==> src/rtl/mem_lsu_pkg.sv <==
// mem_lsu_pkg: shared types and constants for the memory-stage load/store unit.
// Holds the pipeline bus widths, the major/sub op codes consumed from EX/MEM,
// the LSU FSM state encoding and the access-size encoding, plus helpers that
// decode a sub-op into its size and signedness.
package mem_lsu_pkg;

    typedef logic [31:0] reg_bus_t;       // RegBus
    typedef logic [4:0]  reg_addr_bus_t;  // RegAddrBus
    typedef logic [7:0]  op_bus_t;        // OpBus
    typedef logic [7:0]  sub_op_bus_t;    // SubOpBus

    // Major ops from EX/MEM
    localparam op_bus_t EXE_NOP   = 8'h00;
    localparam op_bus_t EXE_ARITH = 8'h01;
    localparam op_bus_t EXE_LB    = 8'h02;  // any load
    localparam op_bus_t EXE_SB    = 8'h03;  // any store

    // Sub ops
    localparam sub_op_bus_t OP_NOP = 8'h00;
    localparam sub_op_bus_t OP_ADD = 8'h01;
    localparam sub_op_bus_t OP_LB  = 8'h10;
    localparam sub_op_bus_t OP_LH  = 8'h11;
    localparam sub_op_bus_t OP_LW  = 8'h12;
    localparam sub_op_bus_t OP_LBU = 8'h13;
    localparam sub_op_bus_t OP_LHU = 8'h14;
    localparam sub_op_bus_t OP_SB  = 8'h18;
    localparam sub_op_bus_t OP_SH  = 8'h19;
    localparam sub_op_bus_t OP_SW  = 8'h1A;

    typedef enum logic [1:0] {
        LSU_IDLE    = 2'd0,
        LSU_ACCESS  = 2'd1,
        LSU_COLLECT = 2'd2
    } lsu_state_e;

    // Encoded as the index of the last byte (n-1), so it compares directly
    // against the byte counter.
    typedef enum logic [1:0] {
        LSU_SZ_B = 2'd0,
        LSU_SZ_H = 2'd1,
        LSU_SZ_W = 2'd3
    } lsu_size_e;

    function automatic lsu_size_e lsu_size(input sub_op_bus_t sub);
        case (sub)
            OP_LH, OP_LHU, OP_SH: return LSU_SZ_H;
            OP_LW, OP_SW:         return LSU_SZ_W;
            default:              return LSU_SZ_B;
        endcase
    endfunction

    function automatic logic lsu_signed(input sub_op_bus_t sub);
        return (sub == OP_LB) || (sub == OP_LH);
    endfunction

endpackage

==> src/rtl/mem_lsu_if.sv <==
// mem_lsu_if: bundles the EX/MEM-side signals, the MEM/WB-side writeback
// signals, the stall request and the byte-wide RAM port of mem_lsu.
//   slave  : the LSU view (pipeline inputs in, writeback/stall/RAM out)
//   master : the surrounding pipeline + RAM view
// misalign_o exists only when MEM_LSU_MISALIGN_TRAP_EN is defined.
interface mem_lsu_if
    import mem_lsu_pkg::*;
#(
    parameter int ADDR_W = 32
) ();
    op_bus_t       aluop_i;
    sub_op_bus_t   sub_aluop_i;
    reg_bus_t      mem_addr_i;
    reg_bus_t      reg2_i;
    reg_addr_bus_t wd_i;
    logic          wreg_i;
    reg_bus_t      wdata_i;
    reg_addr_bus_t wd_o;
    logic          wreg_o;
    reg_bus_t      wdata_o;
    logic          mem_stall;
    logic [ADDR_W-1:0] ram_addr_o;
    logic          ram_wr_o;
    logic [7:0]    ram_dout_o;
    logic [7:0]    ram_din_i;
`ifdef MEM_LSU_MISALIGN_TRAP_EN
    logic          misalign_o;
`endif

    modport slave (
`ifdef MEM_LSU_MISALIGN_TRAP_EN
        output misalign_o,
`endif
        input  aluop_i, sub_aluop_i, mem_addr_i, reg2_i, wd_i, wreg_i, wdata_i,
        output wd_o, wreg_o, wdata_o, mem_stall,
        output ram_addr_o, ram_wr_o, ram_dout_o,
        input  ram_din_i
    );

    modport master (
`ifdef MEM_LSU_MISALIGN_TRAP_EN
        input  misalign_o,
`endif
        output aluop_i, sub_aluop_i, mem_addr_i, reg2_i, wd_i, wreg_i, wdata_i,
        input  wd_o, wreg_o, wdata_o, mem_stall,
        input  ram_addr_o, ram_wr_o, ram_dout_o,
        output ram_din_i
    );
endinterface

==> src/rtl/mem_lsu_load_ext.sv <==
// mem_load_ext: combinational load-data assembly and extension.
// Ports: lanes (bytes 0..2 captured earlier), last_byte (final byte taken
// straight from the RAM read port), size, is_signed -> data (32-bit result).
module mem_load_ext
    import mem_lsu_pkg::*;
(
    input  logic [23:0] lanes,
    input  logic [7:0]  last_byte,
    input  lsu_size_e   size,
    input  logic        is_signed,
    output reg_bus_t    data
);
    always_comb begin
        data = '0;
        case (size)
            LSU_SZ_B: data = {{24{is_signed & last_byte[7]}}, last_byte};
            LSU_SZ_H: data = {{16{is_signed & last_byte[7]}}, last_byte, lanes[7:0]};
            default:  data = {last_byte, lanes};
        endcase
    end
endmodule

==> src/rtl/mem_lsu.sv <==
// mem_lsu: memory-stage load/store unit, one RAM byte per cycle, little-endian.
// Ports: clk, rst (asynchronous, active-low), bus (mem_lsu_if.slave: EX/MEM
// inputs, MEM/WB writeback, mem_stall, byte RAM port).
// Optional feature macro: MEM_LSU_MISALIGN_TRAP_EN (misaligned H/W accesses
// trap via misalign_o instead of being performed bytewise).
module mem_lsu
    import mem_lsu_pkg::*;
#(
    parameter int ADDR_W = 32
) (
    input  logic      clk,
    input  logic      rst,
    mem_lsu_if.slave  bus
);
    lsu_state_e  state_reg, state_next;
    logic [1:0]  cnt_reg, cnt_next;
    logic [1:0]  byte_idx;
    logic        cap_en;
    logic [1:0]  cap_idx;
    logic [23:0] lanes;
    reg_bus_t    load_data;
    lsu_size_e   sz;
    logic        is_load, is_store, is_mem, misaligned;

    logic              stall_c, wr_c, wreg_c;
    logic [ADDR_W-1:0] addr_c;
    logic [7:0]        dout_c;
    reg_bus_t          wdata_c;

    assign is_load  = (bus.aluop_i == EXE_LB);
    assign is_store = (bus.aluop_i == EXE_SB);
    assign is_mem   = is_load | is_store;
    assign sz       = lsu_size(bus.sub_aluop_i);

`ifdef MEM_LSU_MISALIGN_TRAP_EN
    // Checked only at the start of an access; a trapped op never leaves IDLE.
    assign misaligned = (state_reg == LSU_IDLE) && is_mem &&
                        (((sz == LSU_SZ_H) && bus.mem_addr_i[0]) ||
                         ((sz == LSU_SZ_W) && (bus.mem_addr_i[1:0] != 2'b00)));
    assign bus.misalign_o = rst & misaligned;
`else
    assign misaligned = 1'b0;
`endif

    always_ff @(posedge clk or negedge rst) begin
        if (!rst) begin
            state_reg <= LSU_IDLE;
            cnt_reg   <= '0;
        end else begin
            state_reg <= state_next;
            cnt_reg   <= cnt_next;
        end
    end

    // Byte k of a load returns one cycle after its address, so the cycle
    // issuing byte k captures byte k-1. The final byte is never stored.
    genvar gi;
    generate
        for (gi = 0; gi < 3; gi++) begin : g_lane
            logic [7:0] lane_reg;
            always_ff @(posedge clk or negedge rst) begin
                if (!rst)
                    lane_reg <= '0;
                else if (cap_en && (cap_idx == 2'(gi)))
                    lane_reg <= bus.ram_din_i;
            end
            assign lanes[gi*8 +: 8] = lane_reg;
        end
    endgenerate

    mem_load_ext u_load_ext (
        .lanes     (lanes),
        .last_byte (bus.ram_din_i),
        .size      (sz),
        .is_signed (lsu_signed(bus.sub_aluop_i)),
        .data      (load_data)
    );

    // IDLE with a memory op acts as ACCESS with cnt = 0, so there is no
    // start-up bubble.
    assign byte_idx = (state_reg == LSU_ACCESS) ? cnt_reg : 2'd0;

    always_comb begin
        state_next = state_reg;
        cnt_next   = cnt_reg;
        cap_en     = 1'b0;
        cap_idx    = 2'(byte_idx - 2'd1);
        stall_c    = 1'b0;
        wr_c       = 1'b0;
        addr_c     = '0;
        dout_c     = '0;
        wreg_c     = bus.wreg_i;
        wdata_c    = bus.wdata_i;
        case (state_reg)
            LSU_IDLE, LSU_ACCESS: begin
                if (misaligned) begin
                    wreg_c  = 1'b0;
                    wdata_c = '0;
                end else if (is_mem) begin
                    addr_c  = ADDR_W'(bus.mem_addr_i) + ADDR_W'(byte_idx);
                    wdata_c = '0;
                    if (is_store) begin
                        wr_c   = 1'b1;
                        dout_c = bus.reg2_i[{byte_idx, 3'b000} +: 8];
                        if (byte_idx == sz) begin
                            state_next = LSU_IDLE;
                            cnt_next   = '0;
                        end else begin
                            stall_c    = 1'b1;
                            state_next = LSU_ACCESS;
                            cnt_next   = byte_idx + 2'd1;
                        end
                    end else begin
                        stall_c = 1'b1;
                        cap_en  = (byte_idx != 2'd0);
                        if (byte_idx == sz) begin
                            state_next = LSU_COLLECT;
                            cnt_next   = '0;
                        end else begin
                            state_next = LSU_ACCESS;
                            cnt_next   = byte_idx + 2'd1;
                        end
                    end
                end else begin
                    state_next = LSU_IDLE;
                    cnt_next   = '0;
                end
            end
            LSU_COLLECT: begin
                wdata_c    = load_data;
                state_next = LSU_IDLE;
                cnt_next   = '0;
            end
            default: begin
                state_next = LSU_IDLE;
                cnt_next   = '0;
            end
        endcase
    end

    // Outputs are forced low combinationally so reset acts immediately.
    assign bus.mem_stall  = rst & stall_c;
    assign bus.ram_wr_o   = rst & wr_c;
    assign bus.ram_addr_o = rst ? addr_c  : '0;
    assign bus.ram_dout_o = rst ? dout_c  : '0;
    assign bus.wd_o       = rst ? bus.wd_i : '0;
    assign bus.wreg_o     = rst & wreg_c;
    assign bus.wdata_o    = rst ? wdata_c : '0;

endmodule

==> src/flat_wrapper.sv <==
// flat-port wrapper written by rule: the top's interface ports become plain ports
module mem_lsu_flat import mem_lsu_pkg::*;
#(
    parameter int ADDR_W = 32
)
  (clk, rst, bus_aluop_i, bus_sub_aluop_i, bus_mem_addr_i, bus_reg2_i, bus_wd_i, bus_wreg_i, bus_wdata_i, bus_wd_o, bus_wreg_o, bus_wdata_o, bus_mem_stall, bus_ram_addr_o, bus_ram_wr_o, bus_ram_dout_o, bus_ram_din_i);
  mem_lsu_if #(.ADDR_W(ADDR_W)) bus_i ();
  input  logic clk;
  input  logic rst;
  input wire logic [$bits(bus_i.aluop_i)-1:0] bus_aluop_i;
  input wire logic [$bits(bus_i.sub_aluop_i)-1:0] bus_sub_aluop_i;
  input wire logic [$bits(bus_i.mem_addr_i)-1:0] bus_mem_addr_i;
  input wire logic [$bits(bus_i.reg2_i)-1:0] bus_reg2_i;
  input wire logic [$bits(bus_i.wd_i)-1:0] bus_wd_i;
  input wire logic [$bits(bus_i.wreg_i)-1:0] bus_wreg_i;
  input wire logic [$bits(bus_i.wdata_i)-1:0] bus_wdata_i;
  output wire logic [$bits(bus_i.wd_o)-1:0] bus_wd_o;
  output wire logic [$bits(bus_i.wreg_o)-1:0] bus_wreg_o;
  output wire logic [$bits(bus_i.wdata_o)-1:0] bus_wdata_o;
  output wire logic [$bits(bus_i.mem_stall)-1:0] bus_mem_stall;
  output wire logic [$bits(bus_i.ram_addr_o)-1:0] bus_ram_addr_o;
  output wire logic [$bits(bus_i.ram_wr_o)-1:0] bus_ram_wr_o;
  output wire logic [$bits(bus_i.ram_dout_o)-1:0] bus_ram_dout_o;
  input wire logic [$bits(bus_i.ram_din_i)-1:0] bus_ram_din_i;
  assign bus_i.aluop_i = bus_aluop_i;
  assign bus_i.sub_aluop_i = bus_sub_aluop_i;
  assign bus_i.mem_addr_i = bus_mem_addr_i;
  assign bus_i.reg2_i = bus_reg2_i;
  assign bus_i.wd_i = bus_wd_i;
  assign bus_i.wreg_i = bus_wreg_i;
  assign bus_i.wdata_i = bus_wdata_i;
  assign bus_wd_o = bus_i.wd_o;
  assign bus_wreg_o = bus_i.wreg_o;
  assign bus_wdata_o = bus_i.wdata_o;
  assign bus_mem_stall = bus_i.mem_stall;
  assign bus_ram_addr_o = bus_i.ram_addr_o;
  assign bus_ram_wr_o = bus_i.ram_wr_o;
  assign bus_ram_dout_o = bus_i.ram_dout_o;
  assign bus_i.ram_din_i = bus_ram_din_i;
  mem_lsu #(.ADDR_W(ADDR_W)) u_core (.clk(clk), .rst(rst), .bus(bus_i));
endmodule
==> config.mk <==
export PLATFORM = sky130hd
export DESIGN_NAME = mem_lsu_flat
export DESIGN_NICKNAME = d
export VERILOG_FILES = /design/src/rtl/mem_lsu_pkg.sv /design/src/rtl/mem_lsu_if.sv /design/src/rtl/mem_lsu_load_ext.sv /design/src/rtl/mem_lsu.sv /design/src/flat_wrapper.sv
export SDC_FILE = /design/constraint.sdc
export NUM_CORES = 1
export LEC_CHECK = 0
export ABC_AREA = 1
export BUFFER_PORTS_ARGS = -buffer_cell sky130_fd_sc_hd__buf_2
export CAP_MARGIN = 40
export CORE_MARGIN = 2
export CORE_UTILIZATION = 41
export DETAILED_ROUTE_END_ITERATION = 16
export HOLD_SLACK_MARGIN = 0.06
export PLACE_DENSITY = 0.76
export SLEW_MARGIN = 5
export SYNTH_ARGS = -nofsm -noshare
export SYNTH_HDL_FRONTEND = slang
export SYNTH_SLANG_ARGS = --single-unit
export TNS_END_PERCENT = 10
==> constraint.sdc <==
create_clock -name clk -period 2.5 [get_ports clk]
set_input_delay 0.25 -clock clk [delete_from_list [all_inputs] [get_ports clk]]
set_output_delay 0.25 -clock clk [all_outputs]
set_load 0.02 [all_outputs]
==> qor.csv, run 1 <==
metric,value,unit
switching_share,0.3098,
synth_ff_type,dfrtp_1,
cp-end-kind,primary output,
dieArea,9593,um^2
clock_skew,4.648,ps
crit_buf_inv,6,
tns,0,ps
final_cell_count_no_fill,958,
grt_setup_unrepaired,yes,
synth_edf_count,0,
coreArea,8636,um^2
cts_max_level,1,
total_power,1187,uW
startpoint_type,flip-flop,
cp_cell_sequence,inv_2 -> buf_12 -> nand4_2 -> nand2_2 -> inv_2 -> ha_4 -> inv_2 -> nand2_4 -> nand2_1 -> nor2_2 -> nand2_1 -> inv_1 -> a21oi_1 -> o21a_1 -> buf_2,
fin_crit_sh,0.9882,
combPwrFrac,0.317,
cts_buffer_depth,2,
antenna_found_initial,0,
critPathMaxStageDelay,400,ps
synth-seq-cells,28,
final_util,0.5830,
syn-instance-count,636,
root_buffer,clkbuf_8,
worstSkewPairLatency,270,ps
die_x,97.95,um
setup_violations,0,
async_flop_share,1.000,
hp-class,input pin to flip-flop,
synth_area_leaders,"nand2_1 21%, dfrtp_1 19%, inv_1 8.7%",
start_util,0.4190,
yosysWarningCount,0,
met3_length,993,um
top_layer_used,met4,
maxCapViolCount,0,
relSlewSlack,0.6014,
cts_buffers,3,
layout-drive-gt1-share,0.3494,
wl_met1,5712,um
nets,983,
met2_length,5460,um
finalMaxSlewViolations,0,
path_max_fanout,5,
r2r_slack,500,ps
grt_pass1_vias,4315,
power.density,235.7,nW/um^2
areaGrowthSynthToFinish,39.14,%
layout_commonest_cell,buf_2,
arrival,2220,ps
fill_cells,895,
drt-initial-drc-count,211,
power_switching,367.7,uW
dp_hpwl,9744,um
worstSetupPathType,flip-flop to primary output,
vias,4790,
grt_usage,0.2479,
status,completed,
largest_register_ffs,24,
via_per_inst,5.000,
syn_area,3618,um^2
final.min_clock_period,2470,ps
p_leak,0.002835,uW
cp.required,2250,ps
final_cell_mix,"204 x buf_2, 194 x nand2_1, 82 x inv_1",
cp_common_cell,inv_2,
yosysTopAreaCell,nand2_1,
dp.cells,944,
cts_tree,built,
fmax,0.4048,GHz
die_y,97.95,um
worstMarginPinSlew,593.3,ps
grt_max_degree,33,
gr-total-overflow,0,
ys_types,46,
hold_slack,338.5,ps
gp_congestion,0.9522,
grt_pass1_wl,20150,um
power_frac_seq,0.381,
wl_per_cell,12.94,um
drc,0,
synth_top_area_frac,0.2054,
io_buffers,207,
cts_sinks,28,
antennaDiodeCount,0,
wl,12400,um
ios,208,
syn_avg_cell_area,5.689,um^2
hold_viol_final,0,
first_pass_iters,5,
cp_top_family,simple AND/OR/NAND/NOR gates,
ys_seq_area_frac,0.1936,
clk_pin_slew,100,ps
slowest_stage,dfrtp_1,
intPower,819.1,uW
ant_nets,0,
synth_nets,768,
power_frac_clock,0.302,
ir_worst_vdd,0.3853,mV
rows,34,
[cell usage after synthesis (all sizes together) (2+ instances only)]
| cell | n |
|---|---|
| a211oi | 7 |
| a21oi | 60 |
| a41oi | 2 |
| and3 | 2 |
| buf | 15 |
| clkbuf | 8 |
| clkinv | 4 |
| dfrtp | 28 |
| ha | 4 |
| inv | 85 |
| nand2 | 206 |
| nand3 | 51 |
| nand3b | 3 |
| nand4 | 19 |
| nor2 | 72 |
| nor3 | 9 |
| nor4 | 3 |
| o21ai | 35 |
| or2 | 13 |
| xor2 | 3 |
[through the flow]
step                instance area, um^2  worst slack [ps]
floorplan                          3625            -39.88
global placement                   4768             188.6
detailed placement                 4796             154.7
CTS                                4940             10.18
global route                       5035            -83.05
finish                             5035             29.52
[area by class of cell]
cell class | instances | area [um^2] | area share
Clock inverter | 1 | 30.03 | 0.005964
Sequential cell | 28 | 701.9 | 0.1394
Timing Repair Buffer | 232 | 1270 | 0.2522
Clock buffer | 3 | 41.29 | 0.008201
Tap cell | 108 | 135.1 | 0.02684
Multi-Input combinational cell | 497 | 2511 | 0.4988
Inverter | 89 | 345.3 | 0.06859
[kinds of logic after synthesis]
group | Yosys count | share of synthesized area
adders and majority gates | 4 | 0.01383
buffers and inverters | 112 | 0.1355
and+or+nand+nor | 379 | 0.4782
xor gates and xnor gates | 4 | 0.009684
AOI/OAI and AO/OA | 109 | 0.1691
DFF | 28 | 0.1936
[power groups by stage]
stage	clock network, uW	registers (uW)	logic [uW]
6_report	358	453	376
5_1_grt	383	453	418
4_1_cts	357	453	373
3_5_place_dp	0	462	368
2_1_floorplan	0	462	173
3_3_place_gp	0	462	362
[worst min-delay path: cells and delay by family]
kind | cells | cell delay (ps)
buffers and inverters | 2 | 190
AOI/OAI and AO/OA | 1 | 140
[layer usage]
metal | GRT usage | vias to the layer above
met5 | 0 | -
met4 | 0.05876 | 0
met3 | 0.03579 | 21
met2 | 0.4025 | 225
met1 | 0.3488 | 2067
li1 | - | 2477
[final timing paths]
path	cells after the start	startpoint	to
max	15	u_core.state_reg[1]	bus_ram_addr_o[14]
min	3	bus_ram_din_i[4]	u_core.g_lane[0].lane_reg[4]
max reg2reg	9	u_core.state_reg[1]	u_core.g_lane[1].lane_reg[5]
min reg2reg	2	u_core.g_lane[2].lane_reg[5]	u_core.g_lane[2].lane_reg[5]
max in group asynchronous	3	rst	u_core.g_lane[0].lane_reg[4]
min in group asynchronous	2	rst	u_core.g_lane[0].lane_reg[6]
[repair_timing]
item | in CTS | in global routing
gates cloned | 1 | 0
endpoints found under the setup margin | 9 | 21
buffers inserted | 5 | 3
hold buffers | 1 | 0
endpoints found under the hold margin | 11 | 0
resized for setup | 2 | 21
pin swaps | 1 | 11
No activity file was read; power rests on OpenSTA's default activity.
==> run 2: changes to the inputs <==
Settings changed: ABC_AREA 1 to unset, CORE_UTILIZATION 41 to 39.
==> qor.csv, run 2 <==
metric,value,unit,change
status,"finished, violations left",,
violations,negative setup slack,,
final_cell_count_no_fill,681,,-29%
synth_area_leaders,"dfrtp_1 23%, mux2_4 7.8%, xnor2_1 6.5%",,
nets,712,,-28%
yosysMostFrequentCell,nand2_1,,
areaGrowthSynthToFinish,48.05,%,
largest_register_ffs,24,,unchanged
die_y,92.84,um,-5.2%
ios,208,,unchanged
syn-instance-count,370,,-42%
path_max_fanout,12,,+7
start_util,0.4004,,-0.01862
synth_nets,502,,-35%
yosysWarningCount,0,,unchanged
ir_worst_vdd,0.1836,mV,-52%
netlist_top_cells_count,"49 x nand2_1, 33 x nor2_1, 28 x dfrtp_1, 23 x xnor2_1, 20 x o21ai_0",,
dp_hpwl,8510,um,-13%
power.density,240.4,nW/um^2,+2.0%
coreArea,7687,um^2,-11%
fin_ws,-72.25,ps,-101.8 ps
drc,0,,unchanged
cp.required,2250,ps,about the same
maxCapViolCount,0,,unchanged
clock_skew,7.707,ps,+3.059 ps
worstSetupPathType,flip-flop to primary output,,
drt-initial-drc-count,74,,-65%
wl,10870,um,-12%
grt_pass1_vias,3601,,-17%
grt_setup_unrepaired,yes,,
ys_types,57,,+24%
setup_violations,16,,+16
cts_sinks,28,,unchanged
first_pass_iters,5,,unchanged
gr-total-overflow,0,,unchanged
via_per_inst,5.498,,+10%
startpoint_type,flip-flop,,
synth_edf_count,0,,unchanged
final_cell_mix,"192 x buf_2, 48 x nand2_1, 30 x nor2_1",,
vias,3744,,-22%
async_flop_share,1.000,,unchanged
cp-end-kind,primary output,,
final.min_clock_period,2572,ps,+101.8 ps
synth_ff_type,dfrtp_1,,
die_x,92.84,um,-5.2%
tns,-471.3,ps,-471.3 ps
worstSkewPairLatency,280,ps,about the same
ys_seq_area_frac,0.2276,,+0.03400
layout-drive-gt1-share,0.4974,,+0.1480
root_buffer,clkbuf_8,,
fill_cells,719,,-20%
cts_buffers,3,,unchanged
antennaDiodeCount,0,,unchanged
fin_crit_sh,1.029,,+0.04071
ant_nets,0,,unchanged
rows,32,,-5.9%
grt_usage,0.2383,,-0.009624
antenna_found_initial,0,,unchanged
grt_max_degree,35,,+6.1%
hold_viol_final,0,,unchanged
syn_area,3078,um^2,-15%
layout_commonest_cell,buf_2,,
synth_top_area_frac,0.2276,,+0.02225
arrival,2320,ps,+100 ps
synth-seq-cells,28,,unchanged
clk_pin_slew,90,ps,about the same
dp.cells,674,,-29%
gp_congestion,0.8709,,-8.5%
relSlewSlack,0.6537,,+0.05234
hp-class,input pin to flip-flop,,
cts_max_level,1,,unchanged
dieArea,8618,um^2,-10%
p_leak,0.002362,uW,-17%
worstMarginPinSlew,517.9,ps,-75.48 ps
io_buffers,207,,unchanged
wl_per_cell,15.96,um,+23%
cts_tree,built,,
fmax,0.3888,GHz,-4.0%
finalMaxSlewViolations,0,,unchanged
syn_avg_cell_area,8.319,um^2,+46%
cts_buffer_depth,2,,unchanged
yosysTopAreaCell,dfrtp_1,,
grt_pass1_wl,16820,um,-17%
run 2: cell count changes after synthesis, moves of 12 or more:
cell / before / now
a21boi_0: 0 / 13
xnor2_1: 1 / 23
inv_1: 84 / 7
nand3_1: 48 / 8
o2bb2ai_1: 0 / 16
nand4_1: 16 / 4
a21oi_1: 60 / 5
nand2_1: 198 / 49
nor2_1: 68 / 33
a221oi_1: 0 / 15
mux2_4: 0 / 16
run 2: final cells by class:
| type | count | area [um^2] | share of cell area |
|---|---|---|---|
| Sequential cell | 28 | 700.7 | 0.1538 |
| Multi-Input combinational cell | 315 | 2404 | 0.5275 |
| Tap cell | 102 | 127.6 | 0.02801 |
| Inverter | 8 | 30.03 | 0.006590 |
| Clock buffer | 4 | 55.05 | 0.01208 |
| Timing Repair Buffer | 224 | 1240 | 0.2721 |
run 2: worst paths after layout:
path                                              start                            to  slack (ps)  cells past startpoint
min                                      bus_aluop_i[0]           u_core.state_reg[1]         270                      2
min in group asynchronous                           rst  u_core.g_lane[1].lane_reg[7]         460                      2
max reg2reg                         u_core.state_reg[1]  u_core.g_lane[1].lane_reg[2]         260                      6
max                                 u_core.state_reg[1]            bus_ram_addr_o[29]         -70                      9
min reg2reg                u_core.g_lane[2].lane_reg[0]  u_core.g_lane[2].lane_reg[0]         510                      1
max in group asynchronous                           rst  u_core.g_lane[0].lane_reg[5]        1530                      3
run 2: kinds of logic (layout without fill, tap and decap cells):
| family | Yosys count | after routing | synth area share |
|---|---|---|---|
| buf+inv | 27 | 236 | 0.03415 |
| mux | 33 | 33 | 0.1366 |
| fa+ha+maj | 4 | 4 | 0.01626 |
| xor+xnor | 28 | 28 | 0.07967 |
| simple gates | 158 | 158 | 0.2789 |
| compound gates | 92 | 92 | 0.2268 |
| flops | 28 | 28 | 0.2276 |
run 2: where the power goes:
part / internal (uW) / switching, uW
clock network: 141 / 142
registers: 453 / 0.0691
logic: 160 / 200
total: 754 / 342
run 2: per-layer routing:
metal | up-vias | track usage | wire (um)
li1 | 1804 | - | -
met1 | 1761 | 0.2826 | 4379
met2 | 171 | 0.4595 | 5670
met3 | 8 | 0.02360 | 723
met4 | 0 | 0.05025 | 97
met5 | - | 0 | 0
run 2: critical path, stage by stage, from the launching register on:
cell and delay (ps):
dfrtp_1 430, and3b_2 290, ha_4 150, and4b_1 230
o311ai_1 90, buf_4 190, nor4_1 290, xnor2_1 170
nor2_1 50, buf_2 160
run 2: stage by stage:
| stage | worst slack (ps) | hold WS (ps) | area [um^2] | utilization | power (uW) |
|---|---|---|---|---|---|
| 2_1_floorplan | -37.00 | -45.59 | 3090 | - | 612.1 |
| 3_3_place_gp | 248.8 | 210.8 | 4307 | 0.5602 | 805.2 |
| 4_1_cts | -41.74 | 249.1 | 4453 | 0.5793 | 1090 |
| 5_1_grt | -165.8 | 273.8 | 4557 | 0.5928 | 1143 |
| 3_5_place_dp | 180.9 | 215.6 | 4307 | 0.5602 | 811.7 |
| 6_report | -72.25 | 265.9 | 4557 | 0.5928 | 1096 |
run 2: what timing repair did:
action | 4_1_cts | 5_1_grt
buffers inserted | 1 | 1
hold buffers | 1 | 0
endpoints found under the setup margin | 48 | 56
gates resized for setup | 17 | 24
hold endpoints to repair | 11 | 0
pin swaps | 1 | 2
==> run 3: changes to the inputs <==
Settings changed: CORE_ASPECT_RATIO set to 1.75.
==> qor.csv, run 3 (same netlist as run 2, synthesis figures left out) <==
metric,value,unit,change
layout-drive-gt1-share,0.4939,,-0.003475
maxCapViolCount,0,,unchanged
status,"finished, violations left",,
fill_cells,684,,-4.9%
worstSkewPairLatency,260,ps,-20 ps
top_layer_used,met4,,
setup_violations,8,,-8
arrival,2290,ps,-30 ps
cts_buffer_depth,2,,unchanged
worstMarginPinSlew,897.9,ps,+380.0 ps
hold_viol_final,0,,unchanged
total_power,1160,uW,+5.9%
cts_max_level,1,,unchanged
grt_max_degree,32,,-8.6%
grt_pass1_wl,16980,um,+0.94%
cts_sinks,28,,unchanged
cp_common_cell,buf_2,,
clk_pin_slew,60,ps,-30 ps
ios,208,,unchanged
largest_register_ffs,24,,unchanged
met2_length,6146,um,+8.4%
final_cell_mix,"197 x buf_2, 49 x nand2_1, 30 x nor2_1",,
vias,3789,,+1.2%
die_y,121.5,um,+31%
met3_length,718,um,-0.69%
critPathMaxStageDelay,720,ps,+290 ps
wl_met1,3993,um,-8.8%
slowest_stage,nand4_1,,
start_util,0.4039,,+0.003550
switching_share,0.2919,,-0.02030
final_cell_count_no_fill,665,,-2.3%
fmax,0.3943,GHz,+1.4%
die_x,71.16,um,-23%
cts_buffers,3,,unchanged
cts_tree,built,,
antennaDiodeCount,0,,unchanged
worstReg2RegStart,u_core.state_reg[1],,
tns,-158.7,ps,+312.6 ps
hp-class,input pin to flip-flop,,
final_util,0.5997,,+0.006899
relSlewSlack,0.3996,,-0.2541
violations,negative setup slack,,
gp_congestion,0.8738,,+0.33%
rows,42,,+31%
root_buffer,clkbuf_16,,
grt_setup_unrepaired,yes,,
cp_cell_sequence,buf_2 -> and3_1 -> nand4_1 -> nor4_1 -> xnor2_1 -> nor2_1 -> buf_2,,
critPathLaunch,bus_mem_addr_i[17],,
power.density,253.9,nW/um^2,+5.6%
drc,0,,unchanged
dp_hpwl,8627,um,+1.4%
intPower,821.6,uW,+9.0%
coreArea,7620,um^2,-0.88%
startpoint_type,input pin,,
hold_slack,321.1,ps,+55.22 ps
finalMaxSlewViolations,0,,unchanged
areaGrowthSynthToFinish,48.46,%,
drt-initial-drc-count,126,,+70%
wl_per_cell,16.63,um,+4.2%
first_pass_iters,4,,-1
power_frac_seq,0.390,,-0.023
power_switching,338.6,uW,-1.0%
fin_crit_sh,1.015,,-0.01434
dieArea,8647,um^2,+0.33%
layout_commonest_cell,buf_2,,
combPwrFrac,0.304,,-0.024
gr-total-overflow,0,,unchanged
power_frac_clock,0.305,,+0.046
fin_ws,-36.40,ps,+35.86 ps
dp.cells,659,,-2.2%
nets,711,,-0.14%
antenna_found_initial,0,,unchanged
cp-end-kind,primary output,,
final.min_clock_period,2536,ps,-35.86 ps
ir_worst_vdd,0.4484,mV,+140%
grt_pass1_vias,3667,,+1.8%
cp.required,2250,ps,about the same
path_max_fanout,9,,-3
clock_skew,3.866,ps,-3.842 ps
io_buffers,207,,unchanged
wl,11060,um,+1.7%
hp-start,bus_aluop_i[0],,
ant_nets,0,,unchanged
p_leak,0.002421,uW,+2.5%
grt_usage,0.2387,,+0.0004370
worstSetupPathType,input pin to primary output,,
via_per_inst,5.698,,+3.6%
-- run 3: changes by cell type in the layout (fill, tap and decap cells not counted), moves of 3 or more --
cell       delta
nor4_2        -3
clkbuf_16     +3
nor4_4        +5
buf_2         +5
buf_4         -6
clkbuf_8      -4
-- run 3: layout make-up --
class                      count  area, um^2  share of cell area
clock buffer                   3       75.07             0.01643
timing repair buffer         223        1202              0.2631
sequential                    28       700.7              0.1533
multi-input combinational    315        2451              0.5364
tap                           88       110.1             0.02410
inverter                       8       30.03            0.006572
-- run 3: metrics by stage --
stage,worst slack [ps],cell area [um^2]
3_5_place_dp,208.8,4257
4_1_cts,-47.66,4384
3_3_place_gp,267.3,4257
2_1_floorplan,-37.00,3090
5_1_grt,-177.8,4569
6_report,-36.40,4569
-- run 3: metal layers --
metal	up-vias	GRT usage
met5	-	0
met3	18	0.03405
met2	176	0.4763
li1	1804	-
met1	1791	0.2543
met4	0	0.05542
-- run 3: critical path: cells and delay by family --
| family | cells | cell delay (ps) |
|---|---|---|
| xor+xnor | 1 | 160 |
| simple gates | 4 | 1580 |
| buf+inv | 2 | 290 |
-- run 3: path summary, 6_finish.rpt --
check	to	slack (ps)	depth (start not counted)
max	bus_ram_addr_o[25]	-40	7
min	u_core.state_reg[1]	320	2
max reg2reg	u_core.g_lane[0].lane_reg[2]	240	6
min reg2reg	u_core.g_lane[2].lane_reg[5]	500	1
max in group asynchronous	u_core.g_lane[2].lane_reg[5]	1490	3
min in group asynchronous	u_core.state_reg[0]	450	2
-- run 3: power groups by stage --
stage	Combinational, uW	Sequential, uW	Clock (uW)
2_1_floorplan	150	462	0
3_3_place_gp	334	462	0
3_5_place_dp	343	462	0
4_1_cts	346	453	361
5_1_grt	385	453	378
6_report	353	453	354
-- run 3: timing repair --
| item | 4_1_cts | 5_1_grt |
|---|---|---|
| endpoints found under the hold margin | 6 | 0 |
| pin swaps | 0 | 7 |
| endpoints found under the setup margin | 33 | 43 |
| setup buffers | 0 | 1 |
| hold buffers | 1 | 0 |
| gates resized for setup | 9 | 36 |
| gates cloned | 0 | 1 |
